===== config.mk =====
export PLATFORM = sky130hd
export DESIGN_NAME = mips_byte_fetch_unit_flat
export DESIGN_NICKNAME = d
export VERILOG_FILES = /design/src/rtl/mips_byte_fetch_unit_if.sv /design/src/rtl/mips_byte_fetch_unit.sv /design/src/flat_wrapper.sv
export SDC_FILE = /design/constraint.sdc
export NUM_CORES = 1
export LEC_CHECK = 0
export ABC_AREA = 1
export BUFFER_PORTS_ARGS = -buffer_cell sky130_fd_sc_hd__buf_2
export CORE_ASPECT_RATIO = 1.1
export CORE_MARGIN = 10
export CORE_UTILIZATION = 55
export DETAILED_ROUTE_END_ITERATION = 8
export GPL_ROUTABILITY_DRIVEN = 0
export PLACE_DENSITY_LB_ADDON = 0.05
export RECOVER_POWER = 25
export SLEW_MARGIN = 20
export SYNTH_ARGS = -nofsm -noshare
export SYNTH_HDL_FRONTEND = slang
export SYNTH_SLANG_ARGS = --single-unit

===== constraint.sdc =====
create_clock -name clk -period 5.4 [get_ports clk]
set_input_delay 0.54 -clock clk [delete_from_list [all_inputs] [get_ports clk]]
set_output_delay 0.54 -clock clk [all_outputs]
set_load 0.02 [all_outputs]

===== src/rtl/mips_byte_fetch_unit_if.sv =====
// Fetch unit bus bundle: byte-wide program memory port, decode handshake,
// redirect request and stall counter readout.
interface mips_byte_fetch_unit_if;
    logic [7:0]  address_out;
    logic [7:0]  data_in;
    logic [31:0] instr;
    logic [7:0]  instr_pc;
    logic        instr_valid;
    logic        instr_ready;
    logic        redirect;
    logic [7:0]  redirect_pc;
    logic [15:0] perf_stall_cnt;

    modport master (
        output address_out,
        input  data_in,
        output instr,
        output instr_pc,
        output instr_valid,
        input  instr_ready,
        input  redirect,
        input  redirect_pc,
        output perf_stall_cnt
    );

    modport slave (
        input  address_out,
        output data_in,
        input  instr,
        input  instr_pc,
        input  instr_valid,
        output instr_ready,
        output redirect,
        output redirect_pc,
        input  perf_stall_cnt
    );
endinterface


===== src/rtl/mips_byte_fetch_unit.sv =====
// Byte-serial instruction fetch: issues 4 bytes per word, assembles big-endian,
// buffers words in a DEPTH-entry FIFO. Stall counter built only with FETCH_PERF_CNT_EN.
//
// state    | meaning
// ISSUE_B0 | next issue is byte 0 of a word; waits for a free credit
// ISSUE_B1 | byte 1 issues unconditionally this cycle
// ISSUE_B2 | byte 2 issues unconditionally this cycle
// ISSUE_B3 | byte 3 issues unconditionally this cycle
module mips_byte_fetch_unit #(
    parameter logic [7:0] RESET_PC = 8'h00,
    parameter int         DEPTH    = 2
) (
    input  logic                    clk,
    input  logic                    rst,
    mips_byte_fetch_unit_if.master  bus
);
    localparam int PTR_W = $clog2(DEPTH);
    localparam int CNT_W = PTR_W + 1;

    typedef enum logic [1:0] {ISSUE_B0, ISSUE_B1, ISSUE_B2, ISSUE_B3} state_t;

    state_t             state_q, state_d;
    logic [7:0]         pc_q, pc_d;
    logic               inflight_q, inflight_d;
    logic [1:0]         inflight_idx_q, inflight_idx_d;
    logic [7:0]         inflight_pc_q, inflight_pc_d;
    logic [31:0]        asm_q, asm_d;
    logic [7:0]         asm_pc_q, asm_pc_d;
    logic [1:0]         started_q, started_d;
    logic [39:0]        fifo_mem_q [DEPTH];
    logic [39:0]        fifo_mem_d [DEPTH];
    logic [PTR_W-1:0]   wr_ptr_q, wr_ptr_d, rd_ptr_q, rd_ptr_d;
    logic [CNT_W-1:0]   count_q, count_d;

    logic        pop, push, credit_ok, issue, issue_b0;
    logic [3:0]  credits;
    logic [39:0] push_entry;

    // A pop releases its credit in the same cycle, so byte 0 can go out right away.
    assign pop        = (count_q != '0) && bus.instr_ready;
    assign credits    = 4'(count_q) + 4'(started_q) - 4'(pop);
    assign credit_ok  = credits < 4'(DEPTH);
    assign push       = inflight_q && (inflight_idx_q == 2'd3);
    assign push_entry = {asm_q[31:8], bus.data_in, asm_pc_q};

    always_ff @(posedge clk or posedge rst) begin
        if (rst) state_q <= ISSUE_B0;
        else     state_q <= state_d;
    end

    always_comb begin
        state_d = state_q;
        if (bus.redirect) begin
            state_d = ISSUE_B0;
        end else begin
            case (state_q)
                ISSUE_B0: if (credit_ok) state_d = ISSUE_B1;
                ISSUE_B1: state_d = ISSUE_B2;
                ISSUE_B2: state_d = ISSUE_B3;
                default:  state_d = ISSUE_B0;
            endcase
        end
    end

    always_comb begin
        issue    = 1'b1;
        issue_b0 = 1'b0;
        case (state_q)
            ISSUE_B0: begin
                issue    = credit_ok;
                issue_b0 = credit_ok;
            end
            default: ;
        endcase
    end

    always_comb begin
        pc_d           = pc_q;
        inflight_d     = 1'b0;
        inflight_idx_d = inflight_idx_q;
        inflight_pc_d  = inflight_pc_q;
        asm_d          = asm_q;
        asm_pc_d       = asm_pc_q;
        fifo_mem_d     = fifo_mem_q;
        wr_ptr_d       = wr_ptr_q + PTR_W'(push);
        rd_ptr_d       = rd_ptr_q + PTR_W'(pop);
        count_d        = count_q + CNT_W'(push) - CNT_W'(pop);
        started_d      = started_q + {1'b0, issue_b0} - {1'b0, push};

        if (issue) begin
            pc_d           = pc_q + 8'd1;
            inflight_d     = 1'b1;
            inflight_idx_d = 2'(state_q);
            inflight_pc_d  = pc_q;
        end

        if (inflight_q) begin
            case (inflight_idx_q)
                2'd0: begin
                    asm_d[31:24] = bus.data_in;
                    asm_pc_d     = inflight_pc_q;
                end
                2'd1: asm_d[23:16] = bus.data_in;
                2'd2: asm_d[15:8]  = bus.data_in;
                default: asm_d[7:0] = bus.data_in;
            endcase
        end
        if (push) fifo_mem_d[wr_ptr_q] = push_entry;

        // The byte returning next cycle belongs to the abandoned stream.
        if (bus.redirect) begin
            pc_d       = {bus.redirect_pc[7:2], 2'b00};
            inflight_d = 1'b0;
            asm_d      = '0;
            asm_pc_d   = '0;
            wr_ptr_d   = '0;
            rd_ptr_d   = '0;
            count_d    = '0;
            started_d  = '0;
        end
    end

    always_ff @(posedge clk or posedge rst) begin
        if (rst) begin
            pc_q           <= RESET_PC;
            inflight_q     <= 1'b0;
            inflight_idx_q <= 2'd0;
            inflight_pc_q  <= 8'h00;
            asm_q          <= '0;
            asm_pc_q       <= '0;
            wr_ptr_q       <= '0;
            rd_ptr_q       <= '0;
            count_q        <= '0;
            started_q      <= '0;
            for (int i = 0; i < DEPTH; i++) fifo_mem_q[i] <= '0;
        end else begin
            pc_q           <= pc_d;
            inflight_q     <= inflight_d;
            inflight_idx_q <= inflight_idx_d;
            inflight_pc_q  <= inflight_pc_d;
            asm_q          <= asm_d;
            asm_pc_q       <= asm_pc_d;
            wr_ptr_q       <= wr_ptr_d;
            rd_ptr_q       <= rd_ptr_d;
            count_q        <= count_d;
            started_q      <= started_d;
            fifo_mem_q     <= fifo_mem_d;
        end
    end

    assign bus.address_out = pc_q;
    assign bus.instr_valid = (count_q != '0);
    assign bus.instr       = bus.instr_valid ? fifo_mem_q[rd_ptr_q][39:8] : 32'h0;
    assign bus.instr_pc    = bus.instr_valid ? fifo_mem_q[rd_ptr_q][7:0]  : 8'h00;

`ifdef FETCH_PERF_CNT_EN
    logic [15:0] perf_q, perf_d;

    // Survives redirect on purpose: only reset clears it.
    always_comb begin
        perf_d = perf_q;
        if ((state_q == ISSUE_B0) && !credit_ok && (perf_q != 16'hFFFF))
            perf_d = perf_q + 16'd1;
    end

    always_ff @(posedge clk or posedge rst) begin
        if (rst) perf_q <= 16'h0000;
        else     perf_q <= perf_d;
    end

    assign bus.perf_stall_cnt = perf_q;
`else
    assign bus.perf_stall_cnt = 16'h0000;
`endif
endmodule


===== src/flat_wrapper.sv =====
// flat-port wrapper written by rule: the top's interface ports become plain ports
module mips_byte_fetch_unit_flat 
#(
    parameter logic [7:0] RESET_PC = 8'h00,
    parameter int         DEPTH    = 2
)
  (clk, rst, bus_address_out, bus_data_in, bus_instr, bus_instr_pc, bus_instr_valid, bus_instr_ready, bus_redirect, bus_redirect_pc, bus_perf_stall_cnt);
  mips_byte_fetch_unit_if bus_i ();
  input  logic clk;
  input  logic rst;
  output wire logic [$bits(bus_i.address_out)-1:0] bus_address_out;
  input wire logic [$bits(bus_i.data_in)-1:0] bus_data_in;
  output wire logic [$bits(bus_i.instr)-1:0] bus_instr;
  output wire logic [$bits(bus_i.instr_pc)-1:0] bus_instr_pc;
  output wire logic [$bits(bus_i.instr_valid)-1:0] bus_instr_valid;
  input wire logic [$bits(bus_i.instr_ready)-1:0] bus_instr_ready;
  input wire logic [$bits(bus_i.redirect)-1:0] bus_redirect;
  input wire logic [$bits(bus_i.redirect_pc)-1:0] bus_redirect_pc;
  output wire logic [$bits(bus_i.perf_stall_cnt)-1:0] bus_perf_stall_cnt;
  assign bus_address_out = bus_i.address_out;
  assign bus_i.data_in = bus_data_in;
  assign bus_instr = bus_i.instr;
  assign bus_instr_pc = bus_i.instr_pc;
  assign bus_instr_valid = bus_i.instr_valid;
  assign bus_i.instr_ready = bus_instr_ready;
  assign bus_i.redirect = bus_redirect;
  assign bus_i.redirect_pc = bus_redirect_pc;
  assign bus_perf_stall_cnt = bus_i.perf_stall_cnt;
  mips_byte_fetch_unit #(.RESET_PC(RESET_PC), .DEPTH(DEPTH)) u_core (.clk(clk), .rst(rst), .bus(bus_i));
endmodule

### Yosys cells after proc, flatten, opt, wreduce, memory -nomap -nowiden

Index checks and enable logic that the tools add are counted.

* $add $sub $neg: 9
* multiply operators: 0
* divide/modulo/power cells: 0
* $lt $le $gt $ge: 4
* equal/unequal tests: 6
* shift operators: 0
* mux-type cells: 30
* bitwise operators: 2
* reduce and logical (&&, ||, !) cells: 15

Operators by type and width (number)
* 40-bit two-way mux: 4
* 32-bit two-way mux: 3
* 80-bit bitwise mux: 1
* 8-bit two-way mux: 10
* 40-bit demux with 1-bit select: 1
* 2-bit nonzero test: 6
* 8-bit by 1-bit adder with 8-bit output (second input constant): 1
* 2-bit two-way mux: 4
* 2-bit == test (second input constant): 3
* 1-bit two-way mux: 6
* 2-bit one-hot mux with 3 select lines: 1
* 2-bit AND reduction: 3
* 2-bit by 1-bit adder with 2-bit output: 2
* 2-bit by 1-bit == test with 1-bit output (second input constant): 2
* 2-bit >= comparator (second input constant): 2
* 2-bit logical NOT: 2
* 4-bit by 2-bit < comparator with 1-bit output (second input constant): 1
* 1-bit inverter with 2-bit output: 2
* 2-bit by 1-bit subtractor with 2-bit output: 2
* 4-bit by 1-bit subtractor with 4-bit output: 1
* 2-bit by 2-bit adder with 3-bit output: 1
* 1-bit logical AND: 3
* 3-bit by 2-bit inequality test with 1-bit output (second input constant): 1
* 3-bit OR reduction: 1
* 2 further kinds: 3

* flip-flop bits (word level): 139
* bits in latches: 0
* memory bits (writable): 0
* bits in read-only memories: 0
* bits of input ports: 20
* output and inout bits: 65
* memories: 0

### Depth between registers and ports, before layout

* depth in word-level cells: 8
* mapped depth: 12

### Worst setup path after synthesis

No wires, ideal clock.

* path kind: reg2reg
* start point: register u_core.count_q[0]
* end point: register u_core.started_q[1]
* arrival time: 2179 ps
* required time: 5268 ps
* setup slack: 3089 ps
* stages on the path, launching flop included: 12
* period minus slack after synthesis: 2311 ps
* cells stage by stage: dfrtp_1 > ha_1 > inv_1 > fa_1 > ha_1 > xor2_1 > nand3_2 > buf_6 > nor2_1 > ha_1 > xor2_1 > nor2_1

* word-level cells in the longest chain between the ends: 8

Ends and longest elaborated chain
* start: declaration: line mips_byte_fetch_unit.sv:33 `logic [CNT_W-1:0] count_q, count_d;`
* start signal: assignment: line mips_byte_fetch_unit.sv:145 `count_q <= count_d;`
* parallel branches: the longest is 2 deep, another holds 2-bit by 2-bit adder with 3-bit output
* 4-bit by 1-bit subtractor with 4-bit output *: line mips_byte_fetch_unit.sv:41 `assign credits = 4'(count_q) + 4'(started_q) - 4'(pop);`
* 4-bit by 2-bit < comparator with 1-bit output *: line mips_byte_fetch_unit.sv:42 `assign credit_ok = credits < 4'(DEPTH);`
* 1-bit two-way mux *: line mips_byte_fetch_unit.sv:68 `case (state_q)`
* 2-bit by 1-bit adder with 2-bit output *: line mips_byte_fetch_unit.sv:88 `started_d = started_q + {1'b0, issue_b0} - {1'b0, push};`
* 2-bit by 1-bit subtractor with 2-bit output *: line mips_byte_fetch_unit.sv:88
* 2-bit two-way mux *: line mips_byte_fetch_unit.sv:111 `if (bus.redirect) begin`
* net u_core.started_d[1]: line mips_byte_fetch_unit.sv:29 `logic [1:0] started_q, started_d;`
* end signal: assignment: line mips_byte_fetch_unit.sv:146 `started_q <= started_d;`
* end: declaration: line mips_byte_fetch_unit.sv:29

Mark *: on every way through the listed nets, which the timed path passes.
A chain may end at the register's enable or synchronous reset.

==> metrics.md <==
| Metric | Value |
|---|---|
| #FFs+latches synth | 139 |
| Syn Area/Cell | ~8.5 um2 |
| Max capacitance violation total | 1 |
| Fin worst setup slack | 2.35 ns |
| Port Buf Inserts | 66 |
| Critical Path RT | 5.84 ns |
| Max_slew headroom | -126% |
| Residual DRC | 0 |
| H-tree lvl count | 4 |
| R2R depth | 10 |
| Worst-path maximum fanout | 76 |
| Initial core utilization | 56.3% |
| Final setup fails | 0 |
| Crit path launch type | input port |
| Synth area leaders | dfrtp_1 (54%), nand2_1 (8.3%), o21ai_0 (7.8%), a21oi_1 (6.0%), inv_1 (5.8%) |
| Hold-fix buffers at CTS | 0 |
| Number of flops mapped to enable cells by yosys | 0 |
| Reg clk slew, reported paths | 0.06 ns |
| Vias in the first global route | approximately 5100 |
| Mapped Cells | 757 |
| Layout area overhead | 13.9% |
| Largest net degree at the start of global routing | 81 |
| Clk root buf | clkbuf_16 |
| Arr. time, crit path | 3.49 ns |
| Global-route wire length before repair | 24.4 mm |
| Setup crit start | rst |
| Area leader, netlist | dfrtp_1 |
| YS warnings | 0 |
| Worst-skew pair later-pin latency | 0.41 ns |
| Final WL | around 14 mm |
| Async SR Flop Fraction | 100% |
| GRT Total Usage | a little under a fifth |
| Dpl hpwl | 9.32 mm |
| Clk_skew | 0.00780 ns |
| FF+latch area | 0.00348 mm2 |
| Post-route ant nets | 0 |
| Share of cells above drive strength 1 | 15.2% |
| Die area | 0.0165 mm2 |
| Via-to-Cell Ratio | between 5 and 6 |
| TritonRoute pass-1 iters | 5 |
| P_leak | 3.67 nW |
| Final Hold Viols | 0 |
| Initial antenna violation count | 0 |
| Worst Max-Slew Pin Slew | approximately 3.4 ns |
| Pwr per Cell Area | between 500 and 600 mW/mm2 |
| Site Rows | 41 |
| Register area share after synthesis | 53.8% |
| Peak VDD IR | between 0.3 and 0.4 mV |
| Die W | 123 um |
| Main synth FF type | dfrtp_1 |
| Initial drt markers | 396 |
| Core Region | 0.0115 mm2 |
| Fill cells | 1011 |
| Cts bufs inserted | 17 |
| DR WL/cell | 14.9 um |
| Finished Layout Cells | 967 |
| R2R Path End | u_core.started_q[1] |
| RSZ-0062 raised after global routing | no |
| Vias | 4956 |
| Reg2Reg Setup Slack | 2.61 ns |
| Cell Area, Synth | 0.00647 mm2 |
| Status | finished, violations left |
| Crit Path Category | input port to asynchronous set/reset pin |
| Slew Limit Fails | 77 |
| GRT overflow | 0 |
| Count leader, synth | nand2_1 |
| Multi-input logic area | 0.00234 mm2 |
| Min cycle time layout | between 3 and 4 ns |
| Netlist cell types | 25 |
| # Post-CTS Setup Buffers | 0 |
| CP endpoint kind | asynchronous set/reset pin |
| Setup TNS | 0 ns |
| Antenna cell count | 0 |
| Post-synth top area share | 53.8% |
| # IOs | 85 |
| Worst Hold Class | input port to register |
| Dpl ws | 2.61 ns |
| Nets | about 840 |
| Clock sink count | ~140 |
| Violated checks | capacitance limit, slew limit |
| Gates resized, CTS repair | 0 |
| Post-layout util | about 64% |
| FMAX | ~0.33 GHz |
| Setup crit end | u_core.rd_ptr_q |
| # placed instances | 936 |
| Chip Height | 134 um |
| Fin crit share | 56.6% |
| Clk buf depth | 2 |
| Reg2Reg Launch Point | u_core.count_q[0] |
| CTS tree | built |
| Synth top cells by count | nand2_1 (143), dfrtp_1 (139), o21ai_0 (101), inv_1 (100), a21oi_1 (78) |
-- logic make-up after synthesis --
| kind of cell | after synthesis | synth area share, % |
|---|---|---|
| muxes | 8 | 1.39 |
| adders and majority gates | 12 | 2.44 |
| buffers and inverters | 159 | 10.9 |
| other | 1 | 0.0579 |
| AOI/OAI and AO/OA | 185 | 15.0 |
| xor gates and xnor gates | 8 | 1.08 |
| and+or+nand+nor | 245 | 15.3 |
| DFF | 139 | 53.8 |
-- per-layer routing --
metal	vias up	wire (um)	global-route usage (%)
met2	115	7280	30.7
met5	-	0	0
met3	18	748	4.73
met4	0	265	7.12
met1	2356	6080	22.0
li1	2467	-	-
-- sequential cells by signal (all words and copies together) (netlist names) --
name                    flops
u_core.asm_pc_q             8
u_core.asm_q               24
u_core.bus.address_out      8
u_core.count_q              2
u_core.fifo_mem_q          80
u_core.inflight_idx_q       2
u_core.inflight_pc_q        8
u_core.inflight_q           1
u_core.rd_ptr_q             1
u_core.started_q            2
u_core.state_q              2
u_core.wr_ptr_q             1
-- per-stage QoR --
step | power (mW) | hold slack [ns] | area [um2]
floorplan | 2.65 | 0.450 | 6530
global placement | 2.94 | 0.457 | 6770
detailed placement | 3.01 | 0.464 | 6770
CTS | 4.21 | 0.273 | 7380
global route | 4.47 | 0.334 | 7370
finish | 4.16 | 0.346 | 7370
-- worst min path at each step --
stage                           from                     to  depth (start not counted)
finish                bus_data_in[6]  u_core.fifo_mem_q[54]                          3
global route          bus_data_in[2]  u_core.fifo_mem_q[10]                          3
CTS                              rst  u_core.fifo_mem_q[74]                          2
detailed placement  u_core.asm_q[20]  u_core.fifo_mem_q[68]                          2
global placement    u_core.asm_q[20]  u_core.fifo_mem_q[68]                          2
floorplan            u_core.asm_q[8]  u_core.fifo_mem_q[56]                          2
-- cell type report --
class                           instances  share of cell area, %
Clock buffer                           20                   6.33
Multi-Input combinational cell        474                   31.8
Clock inverter                         11                   1.94
Sequential cell                       139                   47.2
Timing Repair Buffer                   71                   4.99
Inverter                              102                   5.21
Tap cell                              150                   2.55
-- layout by cell type (no fill, tap or decap), types with 3 or more instances in the layout --
cell type and count:
a21oi_1 78, buf_2 66, buf_4 5, bufinv_16 3, clkbuf_16 17, clkbuf_8 3, clkinv_2 4, conb_1 16
dfrtp_1 139, ha_1 9, inv_1 100, mux2_2 8, nand2_1 143, nand3_1 36, nor2_1 57, nor3_1 4
o21ai_0 101, o21ai_2 4, xnor2_1 5, xor2_1 3
-- power breakdown --
| group | switching, mW | internal, mW | leakage [nW] | total (mW) |
|---|---|---|---|---|
| clock | 0.426 | 0.759 | 0.298 | 1.19 |
| combinational | 0.974 | 0.426 | 1.56 | 1.40 |
| sequential | 0.213 | 1.36 | 1.81 | 1.57 |
-- worst max-delay path: stages --
cell	delay (ns)
buf_2	0.10
clkinvlp_2	1.86
buf_4	0.90
No activity file was read; power rests on OpenSTA's default activity.
